File: config.mk
export PLATFORM = sky130hd
export DESIGN_NAME = mac_sequencer
export DESIGN_NICKNAME = d
export VERILOG_FILES = /design/src/rtl/mac_sequencer.sv
export SDC_FILE = /design/constraint.sdc
export NUM_CORES = 1
export LEC_CHECK = 0
export ABC_AREA = 0
export BUFFER_PORTS_ARGS = -buffer_cell sky130_fd_sc_hd__buf_2
export CAP_MARGIN = 20
export CORE_ASPECT_RATIO = 1.75
export CORE_MARGIN = 2
export CORE_UTILIZATION = 28
export CTS_CLUSTER_DIAMETER = 80
export CTS_CLUSTER_SIZE = 30
export DETAILED_ROUTE_END_ITERATION = 6
export PLACE_DENSITY = 0.5
export SLEW_MARGIN = 20
export SYNTH_ARGS = -nofsm -noshare
export SYNTH_HDL_FRONTEND = slang
export SYNTH_SLANG_ARGS = --single-unit
File: constraint.sdc
create_clock -name clk -period 8.9 [get_ports clk]
set_input_delay 0.445 -clock clk [delete_from_list [all_inputs] [get_ports clk]]
set_output_delay 0.445 -clock clk [all_outputs]
set_load 0.05 [all_outputs]
File: src/rtl/mac_sequencer.sv
// mac_sequencer: walks a 3x3 convolution window over a feature map in raster
// order. It accepts windows from the line buffer, steps the output-map position
// counters, and tracks each accepted window through a MAC_LAT-deep
// valid/position/last pipeline so that the MAC result leaves tagged with its
// output position. MAC_LAT must be at least 2.
module mac_sequencer #(
    parameter int WID_DIM = 10,
    parameter int MAC_LAT = 3
) (
    input  logic               clk,
    input  logic               rst,
    input  logic               start,
    input  logic               abort,
    input  logic [WID_DIM-1:0] cfg_rows,
    input  logic [WID_DIM-1:0] cfg_cols,
    input  logic               win_valid,
    output logic               win_ready,
    output logic               mac_enable,
    output logic               out_valid,
    output logic [WID_DIM-1:0] out_row,
    output logic [WID_DIM-1:0] out_col,
    output logic               out_last,
    output logic               busy,
    output logic               done,
    output logic               cfg_err
);

    // The 3x3 kernel needs at least three input rows and columns.
    localparam logic [WID_DIM-1:0] MIN_DIM = WID_DIM'(3);

    typedef enum logic [1:0] {
        S_IDLE  = 2'd0,
        S_RUN   = 2'd1,
        S_DRAIN = 2'd2,
        S_DONE  = 2'd3
    } state_t;

    state_t             state_q, state_d;
    logic [WID_DIM-1:0] rows_q, rows_d;
    logic [WID_DIM-1:0] cols_q, cols_d;
    logic [WID_DIM-1:0] pos_row_q, pos_row_d;
    logic [WID_DIM-1:0] pos_col_q, pos_col_d;
    logic               cfg_err_q, cfg_err_d;

    // Per-stage pipeline registers; stage MAC_LAT-1 lines up with the MAC output.
    logic               stg_vld_q  [MAC_LAT];
    logic               stg_vld_d  [MAC_LAT];
    logic               stg_last_q [MAC_LAT];
    logic               stg_last_d [MAC_LAT];
    logic [WID_DIM-1:0] stg_row_q  [MAC_LAT];
    logic [WID_DIM-1:0] stg_row_d  [MAC_LAT];
    logic [WID_DIM-1:0] stg_col_q  [MAC_LAT];
    logic [WID_DIM-1:0] stg_col_d  [MAC_LAT];

    logic accept;
    logic kill;
    logic at_last_col;
    logic at_last_pos;
    logic cfg_bad;

    assign accept      = win_valid && (state_q == S_RUN);
    // Abort only matters while a pass is in flight; it flushes the pipeline.
    assign kill        = abort && ((state_q == S_RUN) || (state_q == S_DRAIN));
    assign at_last_col = (pos_col_q == (cols_q - MIN_DIM));
    assign at_last_pos = at_last_col && (pos_row_q == (rows_q - MIN_DIM));
    assign cfg_bad     = (cfg_rows < MIN_DIM) || (cfg_cols < MIN_DIM);

    assign win_ready  = (state_q == S_RUN);
    assign busy       = (state_q == S_RUN) || (state_q == S_DRAIN);
    assign done       = (state_q == S_DONE);
    assign cfg_err    = cfg_err_q;
    assign mac_enable = stg_vld_q[MAC_LAT-2];
    assign out_valid  = stg_vld_q[MAC_LAT-1];
    assign out_last   = stg_vld_q[MAC_LAT-1] && stg_last_q[MAC_LAT-1];
    assign out_row    = stg_row_q[MAC_LAT-1];
    assign out_col    = stg_col_q[MAC_LAT-1];

    // Next-state, config latch and raster position counters.
    always_comb begin
        state_d   = state_q;
        rows_d    = rows_q;
        cols_d    = cols_q;
        pos_row_d = pos_row_q;
        pos_col_d = pos_col_q;
        cfg_err_d = cfg_err_q;
        case (state_q)
            S_IDLE: begin
                // Start beats a simultaneous abort here since abort is ignored in IDLE.
                if (start) begin
                    if (cfg_bad) begin
                        cfg_err_d = 1'b1;
                        state_d   = S_DONE;
                    end else begin
                        cfg_err_d = 1'b0;
                        rows_d    = cfg_rows;
                        cols_d    = cfg_cols;
                        pos_row_d = '0;
                        pos_col_d = '0;
                        state_d   = S_RUN;
                    end
                end
            end
            S_RUN: begin
                if (kill) begin
                    state_d = S_DONE;
                end else if (accept) begin
                    if (at_last_col) begin
                        pos_col_d = '0;
                        pos_row_d = pos_row_q + 1'b1;
                    end else begin
                        pos_col_d = pos_col_q + 1'b1;
                    end
                    if (at_last_pos) begin
                        state_d = S_DRAIN;
                    end
                end
            end
            S_DRAIN: begin
                if (kill || out_last) begin
                    state_d = S_DONE;
                end
            end
            S_DONE: begin
                state_d = S_IDLE;
            end
            default: begin
                state_d = S_IDLE;
            end
        endcase
    end

    // Control state register.
    always_ff @(posedge clk or posedge rst) begin
        if (rst) begin
            state_q   <= S_IDLE;
            rows_q    <= '0;
            cols_q    <= '0;
            pos_row_q <= '0;
            pos_col_q <= '0;
            cfg_err_q <= 1'b0;
        end else begin
            state_q   <= state_d;
            rows_q    <= rows_d;
            cols_q    <= cols_d;
            pos_row_q <= pos_row_d;
            pos_col_q <= pos_col_d;
            cfg_err_q <= cfg_err_d;
        end
    end

    genvar gi;
    generate
        for (gi = 0; gi < MAC_LAT; gi++) begin : g_stage
            // Stage gi takes the accepted window (stage 0) or the previous stage;
            // valid bits are cleared on abort so nothing in flight surfaces.
            always_comb begin
                if (gi == 0) begin
                    stg_vld_d[gi]  = accept && !kill;
                    stg_last_d[gi] = at_last_pos;
                    stg_row_d[gi]  = pos_row_q;
                    stg_col_d[gi]  = pos_col_q;
                end else begin
                    stg_vld_d[gi]  = stg_vld_q[(gi > 0) ? gi - 1 : 0] && !kill;
                    stg_last_d[gi] = stg_last_q[(gi > 0) ? gi - 1 : 0];
                    stg_row_d[gi]  = stg_row_q[(gi > 0) ? gi - 1 : 0];
                    stg_col_d[gi]  = stg_col_q[(gi > 0) ? gi - 1 : 0];
                end
            end

            // Pipeline stage register, shifts every cycle.
            always_ff @(posedge clk or posedge rst) begin
                if (rst) begin
                    stg_vld_q[gi]  <= 1'b0;
                    stg_last_q[gi] <= 1'b0;
                    stg_row_q[gi]  <= '0;
                    stg_col_q[gi]  <= '0;
                end else begin
                    stg_vld_q[gi]  <= stg_vld_d[gi];
                    stg_last_q[gi] <= stg_last_d[gi];
                    stg_row_q[gi]  <= stg_row_d[gi];
                    stg_col_q[gi]  <= stg_col_d[gi];
                end
            end
        end
    endgenerate

endmodule

==> impl_metrics.csv, run 1 <==
group,metric,value,unit
cells_and_area,drive_above_1_share,24.4,%
global_routing,antenna_found_initial,0,
power,powerDensity,310,mW/mm^2
sta,fin_worst_skew,0.00902,ns
global_routing,grt_pass1_vias,3018,
critical_path,critPathKind,"reg2reg",
critical_path,worst_r2r_path_depth,8,
drt,route.detailed.drc,0,
global_routing,grt_overflow_total,0,
cts,insertion_delay,0.34,ns
outcome,outcome,"finished, final reports clean",
sta,slew_headroom,36.5,%
cts,post_cts_resized,0,
drt,routed_wl,8730,um
synth,synthSimpleGateAreaFrac,16.4,%
drt,wl_met2,4550,um
cts,cts_made_buffers,9,
synth,synth_xor_area_share,3.60,%
cts,cts_sinks,109,
sta,period_needed,3.11,ns
worst_hold_path,hold_class,"in2async",
synth,post_synth_num_cell_types,58,
drt,drt_iter0_drc,157,
critical_path,reg2reg_from,"cols_q[0]",
sta,timing.final.max_slew_violations,0,
drt,ant_nets,0,
critical_path,cp.arrival,3.34,ns
global_routing,grt_max_degree,60,
critical_path,cp-start-kind,"register",
drt,via_count,2965,
synth,synth_top_family_by_area,"simple AND/OR/NAND/NOR gates",
cts,cts_buffer_depth,2,
cts,path_clk_slew,0.08,ns
power,leakage,2.57,nW
drt,topRoutingLayerUsed,"met4",
placed_design,io_buffers,51,
synth,synth_mux_area_share,6.33,%
placed_design,dpl.hpwl,6290,um
drt,m1WireLength,3590,um
cts,cts_tree,"yes",
cells_and_area,area_growth,16.0,%
synth,syn_nets,410,
cells_and_area,diodes,0,
sta,rsz0062_at_grt,"no",
cts,h-tree-depth,3,
die,row_count,62,
die,die_w,101,um
critical_path,endpoint_kind,"register",
placed_design,gp_congestion,0.813,
synth,post_synth.cell_area_avg,12.3,sq um
sta,setup_violations,0,
synth,synth_ff_type,"dfrtp_1",
die,ioPinCount,52,
global_routing,grt_pass1_wl,14900,um
synth,synthAdderAreaFrac,2.43,%
die,die_h,174,um
critical_path,rrSetupSlack,5.79,ns
cells_and_area,stdcell_area,0.00537,sq mm
sta,timing.fmax,0.322,GHz
sta,hold-worst-slack,0.174,ns
job,max_cap_viol_count,0,
global_routing,grt_usage,10.8,%
synth,synth-compound-area-share,10.3,%
synth,synth_edf_count,0,
die,start_util,28.4,%
die,dieArea,0.0176,sq mm
sta,tightest_slew,0.950,ns
drt,wl_per_cell,14.0,um
synth,synthesis.area,0.00463,sq mm
drt,met3_length,233,um
power,p_total,1.66,mW
synth,yosys_warnings,0,
critical_path,reg2reg_to,"pos_col_q[0]",
cells_and_area,finalNetCount,460,
sta,period_share,34.9,%
die,coreArea,0.0163,sq mm
drt,dr.pass1.iters,4,
cts,ctsHoldBuffers,0,
cts,postCtsSetupBuffers,0,
placed_design,place_area,0.00508,sq mm
cells_and_area,fin_util,32.9,%
synth,async_reset_ff_share,100,%
sta,setup_tns,0,ns
critical_path,worstPathRequired,9.14,ns
power,vdd_drop_max,99.6,uV
synth,synthCells,376,
critical_path,path_max_fanout,25,
cts,root_buffer,"clkbuf_16",
drt,avgViaCountPerCell,4.76,
sta,hold_viol,0,
synth,synth_seq_cells,109,
synth,yosysSeqAreaShare,59.0,%
-- worst max-delay path, cell delays in order, from the launching register on --
cell	delay, ns
dfrtp_1	0.46
ha_1	0.27
nor3_1	0.38
nand2_1	0.13
o41ai_1	0.45
o311ai_2	0.21
o21ai_4	0.53
nor2_1	0.24
mux2_2	0.33
-- how the worst max path moves through the flow --
| stage | start | to |
|---|---|---|
| after floorplan | rst | cfg_err |
| after global placement | cols_q[0] | pos_col_q[0] |
| after detailed placement | cols_q[0] | pos_col_q[0] |
| after CTS | cols_q[0] | pos_col_q[0] |
| after global routing | cols_q[0] | pos_col_q[0] |
| final | cols_q[0] | pos_col_q[0] |
-- layout by cell type (no fill, tap or decap), types with 4 or more instances in the layout --
cell type  instances
and2_1             7
nand2_1           30
a31oi_1            4
a21oi_1            8
inv_1              5
nor2_1            14
nor4_1            10
xnor2_1           13
a22o_1             7
nand3_1            8
nor2b_1           10
dfrtp_1          109
ha_1               9
a211o_1            5
clkbuf_16          9
xor2_1             6
mux2_2            22
buf_2             51
o21ai_0           13
nor3b_1            8
and3_1            12
nor4b_1            4
-- stage by stage --
step           worst slack (ns)  cells
5_1_grt                    5.47    623
6_report                   5.79    623
3_3_place_gp               5.89    607
4_1_cts                    5.77    623
3_5_place_dp               5.78    607
2_1_floorplan              5.58    376
-- final cells by class --
class / count / area (sq um)
fillers: 1632 / 10900
clock buffers: 9 / 225
flip-flops and latches: 109 / 2730
inverters: 6 / 25.0
clock inverters: 7 / 63.8
repair buffers: 54 / 278
well taps: 192 / 240
multi-input cells: 246 / 1810
-- cells by family (layout without fill, tap and decap cells) --
kind of cell | Yosys count | in the layout
xor gates and xnor gates | 19 | 19
DFF | 109 | 109
adders and majority gates | 9 | 9
buffers and inverters | 21 | 76
muxes | 26 | 26
AOI/OAI and AO/OA | 61 | 61
and+or+nand+nor | 131 | 131
-- state kept, by name, indices dropped and copies added, names as in the netlist --
signal      flops
stg_last_q      1
state_q         2
stg_col_d      20
rows_q         10
cfg_err         1
pos_col_q      10
stg_row_d      20
out_row        10
cols_q         10
mac_enable      1
pos_row_q      10
out_valid       1
stg_vld_q       1
stg_last_d      2
out_col        10
-- per-layer routing --
layer  up-vias  track usage [%]
met4         0             5.86
met5         -                0
met3        15             2.17
met2        52             18.3
met1      1437             12.3
li1       1461                -
-- cell usage after synthesis, types with 4 or more instances --
| cell type | n | area, sq um |
|---|---|---|
| a21oi_1 | 8 | 40.0 |
| clkbuf_1 | 13 | 48.8 |
| and3_1 | 12 | 75.1 |
| nor2_1 | 14 | 52.6 |
| a22o_1 | 7 | 61.3 |
| dfrtp_1 | 109 | 2730 |
| mux2_2 | 22 | 248 |
| and2_1 | 7 | 43.8 |
| nand2_1 | 30 | 113 |
| nor2b_1 | 10 | 62.6 |
| a31oi_1 | 4 | 25.0 |
| nand3_1 | 8 | 40.0 |
| nor4b_1 | 4 | 35.0 |
| nor4_1 | 10 | 62.6 |
| a211o_1 | 5 | 43.8 |
| nor3b_1 | 8 | 60.1 |
| inv_1 | 6 | 22.5 |
| ha_1 | 9 | 113 |
| xnor2_1 | 13 | 114 |
| o21ai_0 | 13 | 65.1 |
| xor2_1 | 6 | 52.6 |
-- where the power goes --
group | switching [mW] | total (mW) | internal (mW)
Combinational | 0.347 | 0.581 | 0.235
Clock | 0.189 | 0.385 | 0.196
Sequential | 0.106 | 0.697 | 0.591
Total | 0.641 | 1.66 | 1.02
(Power assumes the default switching activity.)
==> run 2: changes to the inputs <==
--- a/config.mk
+++ b/config.mk
@@ -5,7 +5,7 @@
 export SDC_FILE = /design/constraint.sdc
 export NUM_CORES = 1
 export LEC_CHECK = 0
-export ABC_AREA = 0
+export ABC_AREA = 1
 export BUFFER_PORTS_ARGS = -buffer_cell sky130_fd_sc_hd__buf_2
 export CAP_MARGIN = 20
 export CORE_ASPECT_RATIO = 1.75
@@ -14,7 +14,7 @@
 export CTS_CLUSTER_DIAMETER = 80
 export CTS_CLUSTER_SIZE = 30
 export DETAILED_ROUTE_END_ITERATION = 6
-export PLACE_DENSITY = 0.5
+export PLACE_DENSITY = 0.52
 export SLEW_MARGIN = 20
 export SYNTH_ARGS = -nofsm -noshare
 export SYNTH_HDL_FRONTEND = slang
==> constraint.sdc (replaced) <==
create_clock -name clk -period 2.5 [get_ports clk]
set_input_delay 0.125 -clock clk [delete_from_list [all_inputs] [get_ports clk]]
set_output_delay 0.125 -clock clk [all_outputs]
set_load 0.05 [all_outputs]
==> run 2 against run 1 <==
- routed wire length is 26% higher
- worst hold slack got worse by 0.17 ns
- critical path depth down 2
- area after synthesis grew 5.4%
- critical endpoint is now rows_q[1]
- highest routed layer unchanged
- largest cell class unchanged
- synthesized cell count increased by 37%
- cell area rose by 8.1%
- first-iteration DRC count down 5.1%
- sequential cell count is the same
- clock power grew to 3.7 times the previous value
- non-clock buffer count up 12
==> impl_metrics.csv, run 2 <==
group,metric,value,unit
global_routing,grt_pass1_wl,18200,um
die,row_count,63,
synth,netlist_top_cells_count,"nand2_1 (123), dfrtp_1 (109), inv_1 (56)",
synth,async_reset_ff_share,100,%
drt,wl_per_cell,13.5,um
drt,route.detailed.drc,0,
global_routing,grt_busiest_layer,"met2",
synth,synthesis.area,0.00488,sq mm
synth,yosysTopAreaCell,"dfrtp_1",
synth,post_synth_num_cell_types,38,
synth,post_synth.cell_area_avg,9.45,sq um
critical_path,worstPathRequired,2.74,ns
cts,cts_sinks,109,
critical_path,path_max_fanout,18,
sta,timing.fmax,0.448,GHz
cells_and_area,most-common-layout-cells,"nand2_1 (123), dfrtp_1 (109), inv_1 (55)",
job,max_cap_viol_count,0,
worst_hold_path,hold_class,"in2reg",
sta,setup_violations,0,
synth,syn_nets,550,
placed_design,dpl.hpwl,8080,um
global_routing,grt_overflow_total,0,
synth,yosys_warnings,0,
sta,fin_worst_skew,0.0135,ns
power,vdd_drop_max,939,uV
placed_design,post-place-cells,788,
placed_design,gp_congestion,0.905,
synth,synth_most_common_cell,"nand2_1",
cts,path_clk_slew,0.08,ns
critical_path,critPathSlowestCell,"nor2_2",
synth,synthCells,516,
synth,synth_ff_type,"dfrtp_1",
cells_and_area,fill_cells,1817,
critical_path,critPathMaxStageDelay,0.51,ns
drt,ant_nets,0,
critical_path,critPathKind,"reg2reg",
die,ioPinCount,52,
placed_design,io_buffers,51,
cells_and_area,fin_util,34.1,%
cts,cts_made_buffers,9,
sta,setup_tns,0,ns
drt,dr.pass1.iters,4,
cts,cts_tree,"yes",
drt,drt_iter0_drc,149,
power,leakage,2.94,nW
cells_and_area,finalNetCount,615,
sta,period_share,89.2,%
global_routing,use_met1,13.5,%
die,coreArea,0.0170,sq mm
outcome,outcome,"finished, final reports clean",
cells_and_area,diodes,0,
global_routing,use_met3,2.56,%
cells_and_area,stdcell_area,0.00580,sq mm
cts,h-tree-depth,3,
cells_and_area,final_cells,813,
global_routing,grt_max_degree,56,
synth,synth_edf_count,0,
synth,synth_seq_cells,109,
cts,postCtsSetupBuffers,0,
cells_and_area,final_common_cell,"nand2_1",
critical_path,cp.arrival,2.47,ns
drt,via_count,3619,
drt,routed_wl,11000,um
critical_path,path_cells,"inv_1, ha_1, nand2_1, nor2_2, buf_4, mux2_2",
sta,setup_ws,0.270,ns
sta,slew_headroom,59.1,%
die,start_util,28.6,%
die,die_w,104,um
cells_and_area,drive_above_1_share,17.9,%
die,dieArea,0.0185,sq mm
sta,timing.final.max_slew_violations,0,
cts,insertion_delay,0.36,ns
cts,cts_buffer_depth,2,
global_routing,grt_pass1_vias,3727,
sta,period_needed,2.23,ns
power,powerDensity,1060,mW/mm^2
global_routing,use_met2,22.8,%
synth,netlist_top_cells_area,"dfrtp_1 (56%), nand2_1 (9.5%), inv_1 (4.3%), xor2_1 (4.0%), nand3_1 (3.4%)",
die,die_h,179,um
synth,yosysSeqAreaShare,55.9,%
sta,hold_viol,0,
placed_design,place_area,0.00541,sq mm
placed_design,place_ws,0.279,ns
critical_path,cp-start-kind,"register",
global_routing,antenna_found_initial,0,
global_routing,grt_usage,12.5,%
drt,avgViaCountPerCell,4.45,
sta,tightest_slew,0.613,ns
cells_and_area,area_growth,18.9,%
synth,yosysTopAreaCellShare,55.9,%
cts,root_buffer,"clkbuf_16",
critical_path,endpoint_kind,"register",
sta,rsz0062_at_grt,"no",
[run 2: changes by cell type after synthesis, sizes merged, moves of 10 or more]
cell and change:
o21ai +10, nand2 +98, xor2 +17, nor2 +36
nand3 +30, and3 -11, inv +52, mux2 -16
nor2b -10, nand4 +13
[run 2: per-layer routing]
| metal | share of wire (%) | wire length (um) |
|---|---|---|
| met5 | 0 | 0 |
| met4 | 3.7 | 410 |
| met1 | 40 | 4430 |
| met3 | 3.3 | 363 |
| met2 | 53 | 5760 |
[run 2: layout make-up]
cell class	instances	area [sq um]	share of cell area [%]
clock buffers	9	225	3.88
clock inverters	7	72.6	1.25
inverters	58	221	3.82
multi-input cells	337	1850	32.0
repair buffers	66	415	7.16
flip-flops and latches	109	2730	47.0
well taps	227	284	4.90
[run 2: through the flow]
stage / total power, mW / hold WS [ns]
global route: 6.61 / 0.00651
global placement: 4.65 / 0.0553
CTS: 6.21 / 0.00138
finish: 6.17 / 0.00401
floorplan: 4.21 / 0.246
detailed placement: 4.73 / 0.0560
[run 2: cell families after synthesis]
family / Yosys count / share of synthesized area, %
AND/OR/NAND/NOR: 250 / 24.0
flip-flops: 109 / 55.9
multiplexers: 7 / 1.62
buffers and inverters: 70 / 6.11
AO/OA/AOI/OAI: 42 / 4.72
adder cells (fa/ha/maj): 9 / 2.31
XOR/XNOR: 29 / 5.36
[run 2: timing repair]
action | 4_1_cts | 5_1_grt
hold buffers | 9 | 0
gates resized for setup | 0 | 0
hold endpoints to repair | 117 | 0
[run 2: path summary, 6_finish.rpt]
path                                end  slack [ns]  cells past startpoint     startpoint
min in group asynchronous    out_row[0]        0.23                      3            rst
setup / recovery              rows_q[1]        0.27                      6     state_q[0]
hold / removal                cols_q[0]       0.004                      3    cfg_cols[0]
max in group asynchronous  pos_row_q[7]        1.76                      4            rst
setup reg to reg              rows_q[1]        0.27                      6     state_q[0]
hold reg to reg            stg_row_d[4]        0.35                      0  stg_row_d[14]
[run 2: critical path, delay by kind of cell, from the launching register on]
kind	cells	cell delay [ns]
fa+ha+maj	1	0.25
buf+inv	2	0.49
simple gates	2	0.61
flops	1	0.42
mux	1	0.35
[run 2: power by group]
part           leakage (nW)  internal, mW  total (mW)  switching (mW)
Sequential             1.48          2.02        2.26           0.237
Combinational          1.31         0.761        2.47            1.70
Clock                 0.149         0.713        1.44           0.728
==> run 3: changes to the inputs <==
--- a/config.mk
+++ b/config.mk
@@ -14,7 +14,6 @@
 export CTS_CLUSTER_DIAMETER = 80
 export CTS_CLUSTER_SIZE = 30
 export DETAILED_ROUTE_END_ITERATION = 6
-export PLACE_DENSITY = 0.52
 export SLEW_MARGIN = 20
 export SYNTH_ARGS = -nofsm -noshare
 export SYNTH_HDL_FRONTEND = slang
==> run 3 against run 2 <==
- die area unchanged
- count of clock-buffer cells in the layout unchanged
- maximum frequency decreased by 7.3%
- worst hold slack improved by 0.013 ns
- combinational power about the same
- clock skew decreased by 0.0056 ns
- largest power group unchanged
- routed wire length decreased by 6.7%
- register-to-register slack got worse by 0.18 ns
- utilization increased by 0.088 points
- cell area increased by 0.26%
- non-clock buffer count increased by 1
==> impl_metrics.csv, run 3 (synthesis gave the netlist of run 2 again) <==
group,metric,value,unit
sta,period_share,96.2,%
critical_path,worstPathRequired,2.77,ns
die,row_count,63,
sta,timing.fmax,0.416,GHz
cells_and_area,drive_above_1_share,17.7,%
global_routing,grt_pass1_wl,17000,um
cts,cts_tree,"yes",
die,dieArea,0.0185,sq mm
cts,path_clk_slew,0.07,ns
critical_path,cp.arrival,2.67,ns
critical_path,cp-start-kind,"register",
cts,cts_buffer_depth,2,
cells_and_area,finalNetCount,616,
sta,timing.final.max_slew_violations,0,
cells_and_area,final_common_cell,"nand2_1",
sta,hold_viol,0,
cts,h-tree-depth,3,
drt,routed_wl,10200,um
global_routing,grt_max_degree,73,
drt,via_count,3514,
outcome,outcome,"finished, final reports clean",
die,ioPinCount,52,
placed_design,dpl.hpwl,7760,um
placed_design,gp_congestion,0.841,
drt,ant_nets,0,
cts,postCtsSetupBuffers,0,
global_routing,antenna_found_initial,0,
cells_and_area,diodes,0,
global_routing,grt_overflow_total,0,
cts,insertion_delay,0.35,ns
power,swShare,42.2,%
power,p_int,3.59,mW
power,pwr-share-clk,24.0,%
global_routing,grt_pass1_vias,3571,
critical_path,path_max_fanout,27,
drt,drt_iter0_drc,211,
cts,cts_sinks,109,
drt,dr.pass1.iters,4,
sta,setup_tns,0,ns
power,vdd_drop_max,323,uV
job,max_cap_viol_count,0,
die,start_util,28.6,%
critical_path,critPathKind,"reg2reg",
power,switching_power,2.62,mW
power,leakage,2.94,nW
cts,root_buffer,"clkbuf_16",
die,coreArea,0.0170,sq mm
cells_and_area,most-common-layout-cells,"nand2_1 (123), dfrtp_1 (109), inv_1 (55)",
power,combPwrFrac,39.7,%
global_routing,grt_usage,11.6,%
cts,cts_made_buffers,9,
die,die_h,179,um
sta,setup_violations,0,
placed_design,io_buffers,51,
drt,avgViaCountPerCell,4.32,
power,p_total,6.21,mW
cells_and_area,area_growth,19.2,%
sta,period_needed,2.41,ns
sta,fin_worst_skew,0.00787,ns
die,die_w,104,um
critical_path,endpoint_kind,"register",
sta,slew_headroom,64.4,%
drt,route.detailed.drc,0,
drt,wl_per_cell,12.6,um
sta,rsz0062_at_grt,"no",
power,pwr-share-seq,36.3,%
power,powerDensity,1070,mW/mm^2
worst_hold_path,hold_class,"in2reg",
sta,tightest_slew,0.529,ns
run 3: cell types whose count changed in the layout (fill, tap and decap cells not counted), sizes merged:
cell         before  now
buf              57   56
bufinv            0    1
clkinv            2    1
clkinvlp          1    2
dlygate4sd3       9   11
inv              62   61
run 3: layer usage:
metal | wire length [um] | global-route usage, % | vias up
met3 | 387 | 1.94 | 29
met2 | 5350 | 21.4 | 91
met4 | 482 | 7.49 | 0
li1 | - | - | 1791
met5 | 0 | 0 | -
met1 | 4010 | 12.2 | 1603
run 3: cell type report:
class / count / area (sq um)
Sequential cell: 109 / 2730
Clock inverter: 7 / 86.3
Clock buffer: 9 / 225
Tap cell: 227 / 284
Inverter: 58 / 223
Multi-Input combinational cell: 337 / 1850
Timing Repair Buffer: 67 / 415
Fill cell: 1822 / 11200
run 3: worst max-delay path, cell delays in order (launching register included):
cell and delay [ns]:
dfrtp_1 0.42, inv_1 0.16, ha_1 0.30, nand2_1 0.18, a21oi_1 0.36, nand2_1 0.20
clkinv_2 0.33, nand2_1 0.11, xor2_1 0.15, a21oi_1 0.11
run 3: power by group through the flow:
| stage | clock [mW] | combinational (mW) | sequential [mW] |
|---|---|---|---|
| 2_1_floorplan | 0 | 1.87 | 2.34 |
| 3_3_place_gp | 0 | 2.44 | 2.29 |
| 3_5_place_dp | 0 | 2.47 | 2.29 |
| 4_1_cts | 1.55 | 2.49 | 2.26 |
| 5_1_grt | 1.61 | 2.76 | 2.30 |
| 6_report | 1.49 | 2.47 | 2.26 |
run 3: timing repair:
item | in CTS | in global routing
hold buffers | 11 | 0
hold endpoints to repair | 119 | 0
setup endpoints to repair | 0 | 11
resized for setup | 0 | 1
run 3: stage by stage:
stage | setup WS [ns] | instances | hold slack [ns] | util (%) | area [sq um]
6_report | 0.0940 | 814 | 0.0167 | 34.2 | 5820
5_1_grt | 0.00560 | 814 | 0.0175 | 34.2 | 5820
3_3_place_gp | 0.0920 | 787 | 0.0304 | 31.7 | 5390
2_1_floorplan | 0.560 | 516 | 0.246 | - | 4880
4_1_cts | 0.0312 | 814 | 0.00142 | 34.1 | 5810
3_5_place_dp | 0.0580 | 787 | 0.0294 | 31.7 | 5390
run 3: worst paths after layout:
check	slack [ns]	startpoint	cells after the start	to
min	0.02	cfg_cols[3]	3	cols_q[3]
min in group asynchronous	0.21	rst	3	out_col[2]
max reg2reg	0.09	state_q[0]	9	pos_col_q[7]
max in group asynchronous	1.68	rst	4	stg_col_d[15]
min reg2reg	0.35	stg_col_d[15]	0	stg_col_d[5]
max	0.09	state_q[0]	9	pos_col_q[7]
